==> src/rtl/number_entry_if.sv <==
// Keypad-to-overlay bundle for number_entry: key strobe in, committed/edit values and status out.
interface number_entry_if;
  logic        key_valid;
  logic [3:0]  key_code;
  logic [12:0] number_out;
  logic [12:0] edit_out;
  logic [1:0]  digit_count;
  logic        busy;
  logic        commit_pulse;
  logic        err_pulse;

  modport master (
    output key_valid, key_code,
    input  number_out, edit_out, digit_count, busy, commit_pulse, err_pulse
  );

  modport slave (
    input  key_valid, key_code,
    output number_out, edit_out, digit_count, busy, commit_pulse, err_pulse
  );
endinterface

==> src/rtl/number_entry.sv <==
// Decimal keypad accumulator: collects up to DIGITS key digits and commits their binary value.
// Define NUMBER_ENTRY_BACKSPACE_EN to enable the backspace key (code 0xC).
module number_entry #(
  parameter int DIGITS  = 3,
  parameter int TIMEOUT = 40_000_000
) (
  input logic           clk,
  input logic           rst,
  number_entry_if.slave ne
);

  typedef enum logic [1:0] {ST_IDLE, ST_ENTRY, ST_COMMIT} state_e;

  localparam int             CW        = (TIMEOUT > 1) ? $clog2(TIMEOUT) : 1;
  localparam logic [1:0]     MAX_CNT   = 2'(DIGITS);
  localparam logic [CW-1:0]  TO_LAST   = CW'((TIMEOUT > 0) ? TIMEOUT - 1 : 0);
  localparam logic [3:0]     KEY_ENTER = 4'hA;
  localparam logic [3:0]     KEY_CLEAR = 4'hB;
`ifdef NUMBER_ENTRY_BACKSPACE_EN
  localparam logic [3:0]     KEY_BACK  = 4'hC;
`endif

  state_e          state_q, state_d;
  logic [3:0]      d2_q, d2_d, d1_q, d1_d, d0_q, d0_d;
  logic [1:0]      cnt_q, cnt_d;
  logic [12:0]     num_q, num_d;
  logic [12:0]     edit_q;
  logic            commit_q, commit_d;
  logic            err_q, err_d;
  logic [CW-1:0]   tmr_q, tmr_d;
  logic            key_hit;

  // d2*100 + d1*10 + d0 using shifts and adds only
  function automatic logic [12:0] decode(input logic [3:0] h, input logic [3:0] t, input logic [3:0] u);
    logic [12:0] hh, tt, uu;
    hh = {9'd0, h};
    tt = {9'd0, t};
    uu = {9'd0, u};
    return (hh << 6) + (hh << 5) + (hh << 2) + (tt << 3) + (tt << 1) + uu;
  endfunction

  always_ff @(posedge clk or posedge rst) begin
    if (rst) begin
      state_q  <= ST_IDLE;
      d2_q     <= '0;
      d1_q     <= '0;
      d0_q     <= '0;
      cnt_q    <= '0;
      num_q    <= '0;
      edit_q   <= '0;
      commit_q <= 1'b0;
      err_q    <= 1'b0;
      tmr_q    <= '0;
    end else begin
      state_q  <= state_d;
      d2_q     <= d2_d;
      d1_q     <= d1_d;
      d0_q     <= d0_d;
      cnt_q    <= cnt_d;
      num_q    <= num_d;
      edit_q   <= decode(d2_q, d1_q, d0_q);
      commit_q <= commit_d;
      err_q    <= err_d;
      tmr_q    <= tmr_d;
    end
  end

  always_comb begin
    state_d  = state_q;
    d2_d     = d2_q;
    d1_d     = d1_q;
    d0_d     = d0_q;
    cnt_d    = cnt_q;
    num_d    = num_q;
    commit_d = 1'b0;
    err_d    = 1'b0;
    tmr_d    = '0;
    key_hit  = 1'b0;

    // COMMIT is a one-cycle lockout: keys are neither taken nor flagged
    if (state_q == ST_COMMIT) begin
      state_d = ST_IDLE;
    end else begin
      if (ne.key_valid) begin
        if (ne.key_code <= 4'd9) begin
          key_hit = 1'b1;
          if (cnt_q < MAX_CNT) begin
            d2_d    = d1_q;
            d1_d    = d0_q;
            d0_d    = ne.key_code;
            cnt_d   = cnt_q + 2'd1;
            state_d = ST_ENTRY;
          end else begin
            err_d = 1'b1;
          end
        end else if (ne.key_code == KEY_ENTER) begin
          key_hit = 1'b1;
          if (state_q == ST_ENTRY) begin
            num_d    = decode(d2_q, d1_q, d0_q);
            commit_d = 1'b1;
            d2_d     = '0;
            d1_d     = '0;
            d0_d     = '0;
            cnt_d    = '0;
            state_d  = ST_COMMIT;
          end else begin
            err_d = 1'b1;
          end
        end else if (ne.key_code == KEY_CLEAR) begin
          key_hit = 1'b1;
          d2_d    = '0;
          d1_d    = '0;
          d0_d    = '0;
          cnt_d   = '0;
          state_d = ST_IDLE;
        end
`ifdef NUMBER_ENTRY_BACKSPACE_EN
        else if (ne.key_code == KEY_BACK) begin
          key_hit = 1'b1;
          if (state_q == ST_ENTRY) begin
            d0_d  = d1_q;
            d1_d  = d2_q;
            d2_d  = '0;
            cnt_d = cnt_q - 2'd1;
            if (cnt_q == 2'd1) state_d = ST_IDLE;
          end else begin
            err_d = 1'b1;
          end
        end
`endif
      end

      // A key on the expiry edge wins and restarts the inactivity count
      if (!key_hit && state_q == ST_ENTRY && TIMEOUT != 0) begin
        if (tmr_q == TO_LAST) begin
          d2_d    = '0;
          d1_d    = '0;
          d0_d    = '0;
          cnt_d   = '0;
          err_d   = 1'b1;
          state_d = ST_IDLE;
        end else begin
          tmr_d = tmr_q + CW'(1);
        end
      end
    end
  end

  assign ne.number_out   = num_q;
  assign ne.edit_out     = edit_q;
  assign ne.digit_count  = cnt_q;
  assign ne.busy         = (state_q != ST_IDLE);
  assign ne.commit_pulse = commit_q;
  assign ne.err_pulse    = err_q;

endmodule

==> src/flat_wrapper.sv <==
// flat-port wrapper written by rule: the top's interface ports become plain ports
module number_entry_flat 
#(
  parameter int DIGITS  = 3,
  parameter int TIMEOUT = 40_000_000
)
  (clk, rst, ne_key_valid, ne_key_code, ne_number_out, ne_edit_out, ne_digit_count, ne_busy, ne_commit_pulse, ne_err_pulse);
  number_entry_if ne_i ();
  input logic clk;
  input logic rst;
  input wire logic [$bits(ne_i.key_valid)-1:0] ne_key_valid;
  input wire logic [$bits(ne_i.key_code)-1:0] ne_key_code;
  output wire logic [$bits(ne_i.number_out)-1:0] ne_number_out;
  output wire logic [$bits(ne_i.edit_out)-1:0] ne_edit_out;
  output wire logic [$bits(ne_i.digit_count)-1:0] ne_digit_count;
  output wire logic [$bits(ne_i.busy)-1:0] ne_busy;
  output wire logic [$bits(ne_i.commit_pulse)-1:0] ne_commit_pulse;
  output wire logic [$bits(ne_i.err_pulse)-1:0] ne_err_pulse;
  assign ne_i.key_valid = ne_key_valid;
  assign ne_i.key_code = ne_key_code;
  assign ne_number_out = ne_i.number_out;
  assign ne_edit_out = ne_i.edit_out;
  assign ne_digit_count = ne_i.digit_count;
  assign ne_busy = ne_i.busy;
  assign ne_commit_pulse = ne_i.commit_pulse;
  assign ne_err_pulse = ne_i.err_pulse;
  number_entry #(.DIGITS(DIGITS), .TIMEOUT(TIMEOUT)) u_core (.clk(clk), .rst(rst), .ne(ne_i));
endmodule
==> config.mk <==
export PLATFORM = sky130hd
export DESIGN_NAME = number_entry_flat
export DESIGN_NICKNAME = d
export VERILOG_FILES = /design/src/rtl/number_entry_if.sv /design/src/rtl/number_entry.sv /design/src/flat_wrapper.sv
export SDC_FILE = /design/constraint.sdc
export NUM_CORES = 1
export LEC_CHECK = 0
export BUFFER_PORTS_ARGS = -buffer_cell sky130_fd_sc_hd__buf_2
export CORE_MARGIN = 1.5
export CORE_UTILIZATION = 35
export DETAILED_ROUTE_END_ITERATION = 8
export PLACE_DENSITY = 0.5
export SYNTH_ARGS = -nofsm -noshare
export SYNTH_HDL_FRONTEND = slang
export SYNTH_SLANG_ARGS = --single-unit
==> constraint.sdc <==
create_clock -name clk -period 5.4 [get_ports clk]
set_input_delay 1.08 -clock clk [delete_from_list [all_inputs] [get_ports clk]]
set_output_delay 1.08 -clock clk [all_outputs]
set_load 0.02 [all_outputs]
; After elaboration in Yosys (flattened, before gate mapping)
; Cells that the tools add are included.
[totals]
regBits = 70
in_bits = 7
out_inout_bits = 31
[op_classes]
add_sub_neg = 7
magnitude_cmp = 2
n_eq_ne = 5
muxes = 62
n_bitwise = 2
reduce_logical = 4
[op_table]
columns = operator, count
row1 = 2-to-1 mux 4 bit, 24
row2 = 2-to-1 mux 26 bit, 3
row3 = 2-to-1 mux 2 bit, 17
row4 = adder 26 x 1 -> 26 bit (second input constant), 1
row5 = equality test 26 bit (second input constant), 1
row6 = 2-to-1 mux 1 bit, 18
row7 = adder 13 x 4 -> 13 bit, 1
row8 = adder 13 x 5 -> 13 bit, 1
row9 = adder 13 x 6 -> 13 bit, 1
row10 = adder 13 x 7 -> 13 bit, 1
row11 = adder 10 x 9 -> 11 bit, 1
row12 = equality test 4 bit (second input constant), 2
row13 = AND reduction 5 bit, 1
row14 = less-or-equal comparator 4 bit (second input constant), 1
row15 = adder 2 x 1 -> 2 bit (second input constant), 1
row16 = equality test 2 x 1 -> 1 bit (second input constant), 1
row17 = equality test 2 bit (second input constant), 1
row18 = less-than comparator 2 bit (second input constant), 1
row19 = inverter 1 bit, 2
row20 = nonzero test 2 bit, 1
row21 = logical AND 1 bit, 1
row22 = logical NOT 1 bit, 1

; Longest topological paths before layout
[logic_depth]
word_depth = 10
depth_mapped = 10

; Least setup slack after synthesis
; Ideal clock, no wire load.
[synth_timing]
path_kind = reg-to-reg
from = register u_core.d1_q[0]
to = register u_core.num_q[11], in the netlist u_core.ne.number_out[11]
setup_ns = 0.125
arrival_time_ns = 3.040
path_slack_ns = 2.236
stages_incl_launch_ff = 11
n_path_buf = 0
synth_period_minus_slack_ns = 3.164
path_cell_list = dfrtp_1 > inv_1 > fa_1 > inv_1 > fa_1 > ha_1 > fa_1 > a21o_1 > a2111oi_4 > and4b_1 > mux2_2
[synth_between]
elab_chain_cells = 3
[synth_rtl]
columns = item, line_no
row1 = start: declaration, number_entry.sv:24  ; logic [3:0] d2_q, d2_d, d1_q, d1_d, d0_q, d0_d;
row2 = start signal: assignment, number_entry.sv:46  ; d1_q <= '0;
row3 = start signal: assignment, number_entry.sv:57  ; d1_q <= d1_d;
row4 = adder 13 x 7 -> 13 bit, number_entry.sv:39  ; return (hh << 6) + (hh << 5) + (hh << 2) + (tt << 3) + (tt << 1) + uu;
row5 = adder 13 x 5 -> 13 bit (*), number_entry.sv:39
row6 = adder 13 x 4 -> 13 bit (*), number_entry.sv:39
row7 = end signal: assignment, number_entry.sv:60  ; num_q <= num_d;
row8 = end: declaration, number_entry.sv:26  ; logic [12:0] num_q, num_d;
; Every way passes the cells marked *; elsewhere a longest branch is shown, timed or not.
; A chain may end at the register's enable or synchronous reset.

; Worst setup path after layout
[layout_timing]
from = register u_core.d1_q[0]
to = register u_core.num_q[9], in the netlist u_core.ne.number_out[9]
; The elaborated chain is that of the path after synthesis.

==> impl_table.tex <==
\begin{tabular}{lr}
\hline
Metric & Value \\
\hline
\multicolumn{2}{l}{\textbf{Detailed routing}} \\
\quad Drt drc & 0 \\
\quad Drt total wl & 8820 um \\
\quad Vias after detailed routing & 3006 \\
\quad Iter 0 DRT Violations & 104 \\
\quad Antenna viol nets, final & 0 \\
\quad Per-cell routed wire length & 15.9 um \\
\quad Initial DRT Pass Iterations & 4 \\
\quad Via density per instance & 5.41 \\
\multicolumn{2}{l}{\textbf{Flow run}} \\
\quad Max-capacitance violation count & 0 \\
\multicolumn{2}{l}{\textbf{Layout}} \\
\quad Final antenna diode count & 0 \\
\quad Fill count & 1089 \\
\quad Core Util, Final & 0.416 \\
\quad Number of nets at the end of the flow & 444 \\
\quad Signed area change from the synthesized netlist to the final layout & 14.9\% \\
\quad Layout cell share with drive strength beyond 1 & 0.188 \\
\quad Finished Layout Cells & 556 \\
\multicolumn{2}{l}{\textbf{CTS}} \\
\quad H-tree Lvls & 3 \\
\quad Hold buffers post-CTS & 0 \\
\quad Number of gates given a new drive strength after cts & 0 \\
\quad TritonCTS clock tree & yes \\
\quad Clk pin slew, worst setup/hold paths & 0.06 ns \\
\quad Clock sinks & 68 \\
\quad Library cell used as clock root buffer & sky130\_fd\_sc\_hd\_\_clkbuf\_16 \\
\quad Buffer count from post-CTS setup fixing & 0 \\
\quad TritonCTS Buffers & 9 \\
\quad Insertion delay of the later-clocked pin in the worst-skew pair & 0.33 ns \\
\quad Maximum buffer depth of the clock tree & 2 \\
\multicolumn{2}{l}{\textbf{Yosys}} \\
\quad Cell area after synthesis & 3960 um2 \\
\quad Mean cell area of the mapped netlist & 10.5 um2 \\
\quad Gate count of the mapped netlist & 378 \\
\quad Synth warnings & 0 \\
\quad Dominant cell type by area after synthesis & sky130\_fd\_sc\_hd\_\_dfrtp\_1 \\
\quad Top-area cell type share of the netlist area & 0.430 \\
\quad Most area-consuming cells after synthesis & sky130\_fd\_sc\_hd\_\_dfrtp\_1 43\%, sky130\_fd\_sc\_hd\_\_ha\_1 6.0\%, sky130\_fd\_sc\_hd\_\_fa\_1 3.5\%, sky130\_fd\_sc\_hd\_\_nand2\_1 2.9\%, sky130\_fd\_sc\_hd\_\_inv\_1 2.6\% \\
\quad Prevailing post-synth register cell & sky130\_fd\_sc\_hd\_\_dfrtp\_1 \\
\quad Number of flip-flops and latches in the synthesized netlist & 68 \\
\quad Count of cell types in the netlist & 67 \\
\quad Cell with the most instances after synthesis & sky130\_fd\_sc\_hd\_\_dfrtp\_1 \\
\quad Async S/R FF share, synth & 1.00 \\
\quad EDFF count, synth & 0 \\
\quad Sequential area share after synthesis & 0.430 \\
\quad Leading cell types by count after synthesis & 68 x sky130\_fd\_sc\_hd\_\_dfrtp\_1, 31 x sky130\_fd\_sc\_hd\_\_nand2\_1, 27 x sky130\_fd\_sc\_hd\_\_inv\_1 \\
\multicolumn{2}{l}{\textbf{Timing}} \\
\quad Period utilization & 0.621 \\
\quad Total count of hold-check failures in the final report & 0 \\
\quad TNS Setup & 0 ns \\
\quad Final setup viols & 0 \\
\quad Pins over their slew limit & 0 \\
\quad Worst rel slew slack & 0.390 \\
\quad Unrepaired setup endpoints after global routing & false \\
\quad Min Tclk post-route & 3.35 ns \\
\quad Clock skew & 0.00459 ns \\
\quad Tightest Pin Transition & 0.908 ns \\
\quad Post-route setup slack & 2.05 ns \\
\quad Maximum operating frequency & 298 MHz \\
\multicolumn{2}{l}{\textbf{Floorplan}} \\
\quad Starting utilization of the core area & 0.362 \\
\quad Number of placed I/O pins & 38 \\
\quad Core Area & 10900 um2 \\
\quad Full die area & 12000 um2 \\
\quad Die width & 109 um \\
\quad Chip height & 109 um \\
\quad Std cell rows & 38 \\
\multicolumn{2}{l}{\textbf{Pwr}} \\
\quad Switching power summed over all nets & 1.23 mW \\
\quad Sequential group share of total power & 0.258 \\
\quad Power density over the cells & 656 nW/um2 \\
\quad Internal power summed over all cells & 1.75 mW \\
\quad Switching share of power & 0.411 \\
\quad Clock network fraction of total power & 0.211 \\
\quad Standby leakage power & 2.09 nW \\
\quad Peak supply drop & 0.000484 V \\
\quad Share of power burned in combinational logic & 0.531 \\
\multicolumn{2}{l}{\textbf{Critical path}} \\
\quad Cell repeated most along the worst path & sky130\_fd\_sc\_hd\_\_fa\_1 \\
\quad Reg-to-reg setup timing slack & 2.05 ns \\
\quad Kind of capture point of the worst setup path & register \\
\quad FF-to-FF Start & u\_core.d1\_q[0] \\
\quad Highest cell delay on the worst timing path & 0.50 ns \\
\quad Required time at the worst-slack endpoint & 5.64 ns \\
\quad Slowest stage cell on the critical path & sky130\_fd\_sc\_hd\_\_fa\_1 \\
\quad Reg-to-Reg End & u\_core.ne.number\_out[9] \\
\quad Number of cells on the worst reg-to-reg path & 10 \\
\quad Arrival time of data at the critical path endpoint & 3.59 ns \\
\quad Critical path buffer and inverter count & 2 \\
\quad Largest driver fanout on the critical path & 3 \\
\quad Startpoint type of the worst setup path & register \\
\quad Worst Setup Path Type & reg -> reg \\
\quad Cell family with the largest share of critical-path delay & adder cells \\
\quad Critical path cell sequence & inv\_1 > fa\_1 > inv\_1 > fa\_1 > ha\_1 > fa\_1 > a21o\_1 > a2111oi\_4 > xnor3\_1 > o21ai\_0 \\
\multicolumn{2}{l}{\textbf{GRT}} \\
\quad Initial antenna violation count & 0 \\
\quad Maximum number of pins on one net before global-route repair & 69 \\
\quad Via count of the first global-routing pass & 2877 \\
\quad Global routing usage summed across all routing layers & 0.159 \\
\quad First-pass GRT wire length & 14600 um \\
\quad GRT Max-Usage Layer & met2 \\
\quad Met1 usage in global routing & 0.205 \\
\quad Grt met2 use & 0.255 \\
\quad Global route total overflow & 0 \\
\quad Routing usage on met3 & 0.0510 \\
\multicolumn{2}{l}{\textbf{Placed design}} \\
\quad HPWL after detailed placement & 6120 um \\
\quad Post-placement setup slack & 2.02 ns \\
\quad Dpl cells & 540 \\
\quad Count of buffers inserted at the top-level ports & 35 \\
\quad GPL Wtd Cong & 0.760 \\
\multicolumn{2}{l}{\textbf{Hold path}} \\
\quad Depth of the worst hold-timing path & 2 \\
\quad Worst Hold End & u\_core.ne.number\_out[3] \\
\quad Worst hold path class & reg -> reg \\
\quad Launch point of the worst hold path & u\_core.ne.number\_out[3] \\
\multicolumn{2}{l}{\textbf{Run status}} \\
\quad Status & complete, no violations \\
\hline
\end{tabular}
==> state kept, by name, summed over array words and instances (netlist names) <==
signal,flops
u_core.ne.number_out,12
u_core.ne.commit_pulse,1
u_core.ne.digit_count,2
u_core.d1_q,4
u_core.d2_q,4
u_core.ne.err_pulse,1
u_core.d0_q,4
u_core.tmr_q,26
u_core.state_q,2
u_core.ne.edit_out,12
==> power by group through the flow <==
| stage | clock network, mW | logic, mW | registers, mW |
|---|---|---|---|
| after floorplan | 0 | 1.11 | 0.860 |
| after global placement | 0 | 1.59 | 0.775 |
| after detailed placement | 0 | 1.60 | 0.778 |
| after CTS | 0.648 | 1.62 | 0.771 |
| after global routing | 0.669 | 1.78 | 0.791 |
| final | 0.630 | 1.58 | 0.768 |
==> final cells by class <==
| cell class | instances | area (um2) | area share |
|---|---|---|---|
| tap | 140 | 175 | 0.0385 |
| clock buffer | 11 | 243 | 0.0534 |
| sequential | 68 | 1700 | 0.374 |
| clock inverter | 5 | 75.1 | 0.0165 |
| multi-input combinational | 266 | 2050 | 0.450 |
| inverter | 27 | 101 | 0.0223 |
| timing repair buffer | 39 | 205 | 0.0451 |
==> per-stage QoR <==
| step | hold WS (ns) | total power [mW] | area [um2] |
|---|---|---|---|
| after detailed placement | 0.466 | 2.38 | 4230 |
| after global routing | 0.497 | 3.24 | 4550 |
| after global placement | 0.459 | 2.36 | 4230 |
| after floorplan | 0.394 | 1.97 | 3960 |
| after CTS | 0.481 | 3.04 | 4550 |
| final | 0.475 | 2.98 | 4550 |
==> cells in the final DEF (no fill, tap or decap), types with 3 or more instances in the layout <==
master and instances:
sky130_fd_sc_hd__o21ai_0 13, sky130_fd_sc_hd__ha_1 19, sky130_fd_sc_hd__a211oi_2 5, sky130_fd_sc_hd__nor3_1 18
sky130_fd_sc_hd__nand3_1 15, sky130_fd_sc_hd__or4_1 6, sky130_fd_sc_hd__a21o_1 4, sky130_fd_sc_hd__buf_2 35
sky130_fd_sc_hd__xor2_1 10, sky130_fd_sc_hd__or4_4 3, sky130_fd_sc_hd__fa_1 7, sky130_fd_sc_hd__nor2_1 12
sky130_fd_sc_hd__a21oi_1 7, sky130_fd_sc_hd__inv_1 26, sky130_fd_sc_hd__nor4_1 5, sky130_fd_sc_hd__nand2b_1 3
sky130_fd_sc_hd__o31ai_1 12, sky130_fd_sc_hd__clkinv_2 3, sky130_fd_sc_hd__nand2_1 31, sky130_fd_sc_hd__clkbuf_16 9
sky130_fd_sc_hd__nor4b_1 4, sky130_fd_sc_hd__buf_4 4, sky130_fd_sc_hd__xnor2_1 7, sky130_fd_sc_hd__and2_1 4
sky130_fd_sc_hd__and3_1 9, sky130_fd_sc_hd__mux2_2 4, sky130_fd_sc_hd__nand4_1 7, sky130_fd_sc_hd__mux2i_1 3
sky130_fd_sc_hd__dfrtp_1 68, sky130_fd_sc_hd__a211oi_1 8, sky130_fd_sc_hd__a2111oi_0 6
==> worst max-delay path by stage <==
stage | start | endpoint | slack, ns | cells after the start
2_1_floorplan | u_core.d1_q[0] | u_core.ne.number_out[11] | 2.24 | 10
3_3_place_gp | u_core.d1_q[0] | u_core.ne.number_out[9] | 2.10 | 10
3_5_place_dp | u_core.d1_q[0] | u_core.ne.number_out[9] | 2.02 | 10
4_1_cts | u_core.d1_q[0] | u_core.ne.number_out[9] | 2.01 | 10
5_1_grt | u_core.d1_q[2] | u_core.ne.number_out[9] | 1.88 | 10
6_report | u_core.d1_q[0] | u_core.ne.number_out[9] | 2.05 | 10
==> cells by family (layout without fill, tap and decap cells) <==
group / Yosys count / in the layout / synth area share
simple gates: 136 / 136 / 0.206
compound gates: 77 / 77 / 0.152
flops: 68 / 68 / 0.430
buf+inv: 45 / 82 / 0.0540
fa+ha+maj: 26 / 26 / 0.0954
xor+xnor: 18 / 18 / 0.0433
mux: 7 / 7 / 0.0190
other cells: 1 / 2 / 0.000947
==> layer usage <==
layer	wire, um	vias to the layer above	part of all wire
met5	0	-	0
li1	-	1461	-
met1	4110	1500	0.47
met2	4290	32	0.49
met3	280	13	0.032
met4	138	0	0.016
==> worst reg2reg max path, stage by stage, from the launching register on <==
cell and delay (ns):
sky130_fd_sc_hd__dfrtp_1 0.39, sky130_fd_sc_hd__inv_1 0.08, sky130_fd_sc_hd__fa_1 0.50, sky130_fd_sc_hd__inv_1 0.05
sky130_fd_sc_hd__fa_1 0.45, sky130_fd_sc_hd__ha_1 0.25, sky130_fd_sc_hd__fa_1 0.42, sky130_fd_sc_hd__a21o_1 0.24
sky130_fd_sc_hd__a2111oi_4 0.34, sky130_fd_sc_hd__xnor3_1 0.38, sky130_fd_sc_hd__o21ai_0 0.16
No activity file was read; power rests on OpenSTA's default activity.
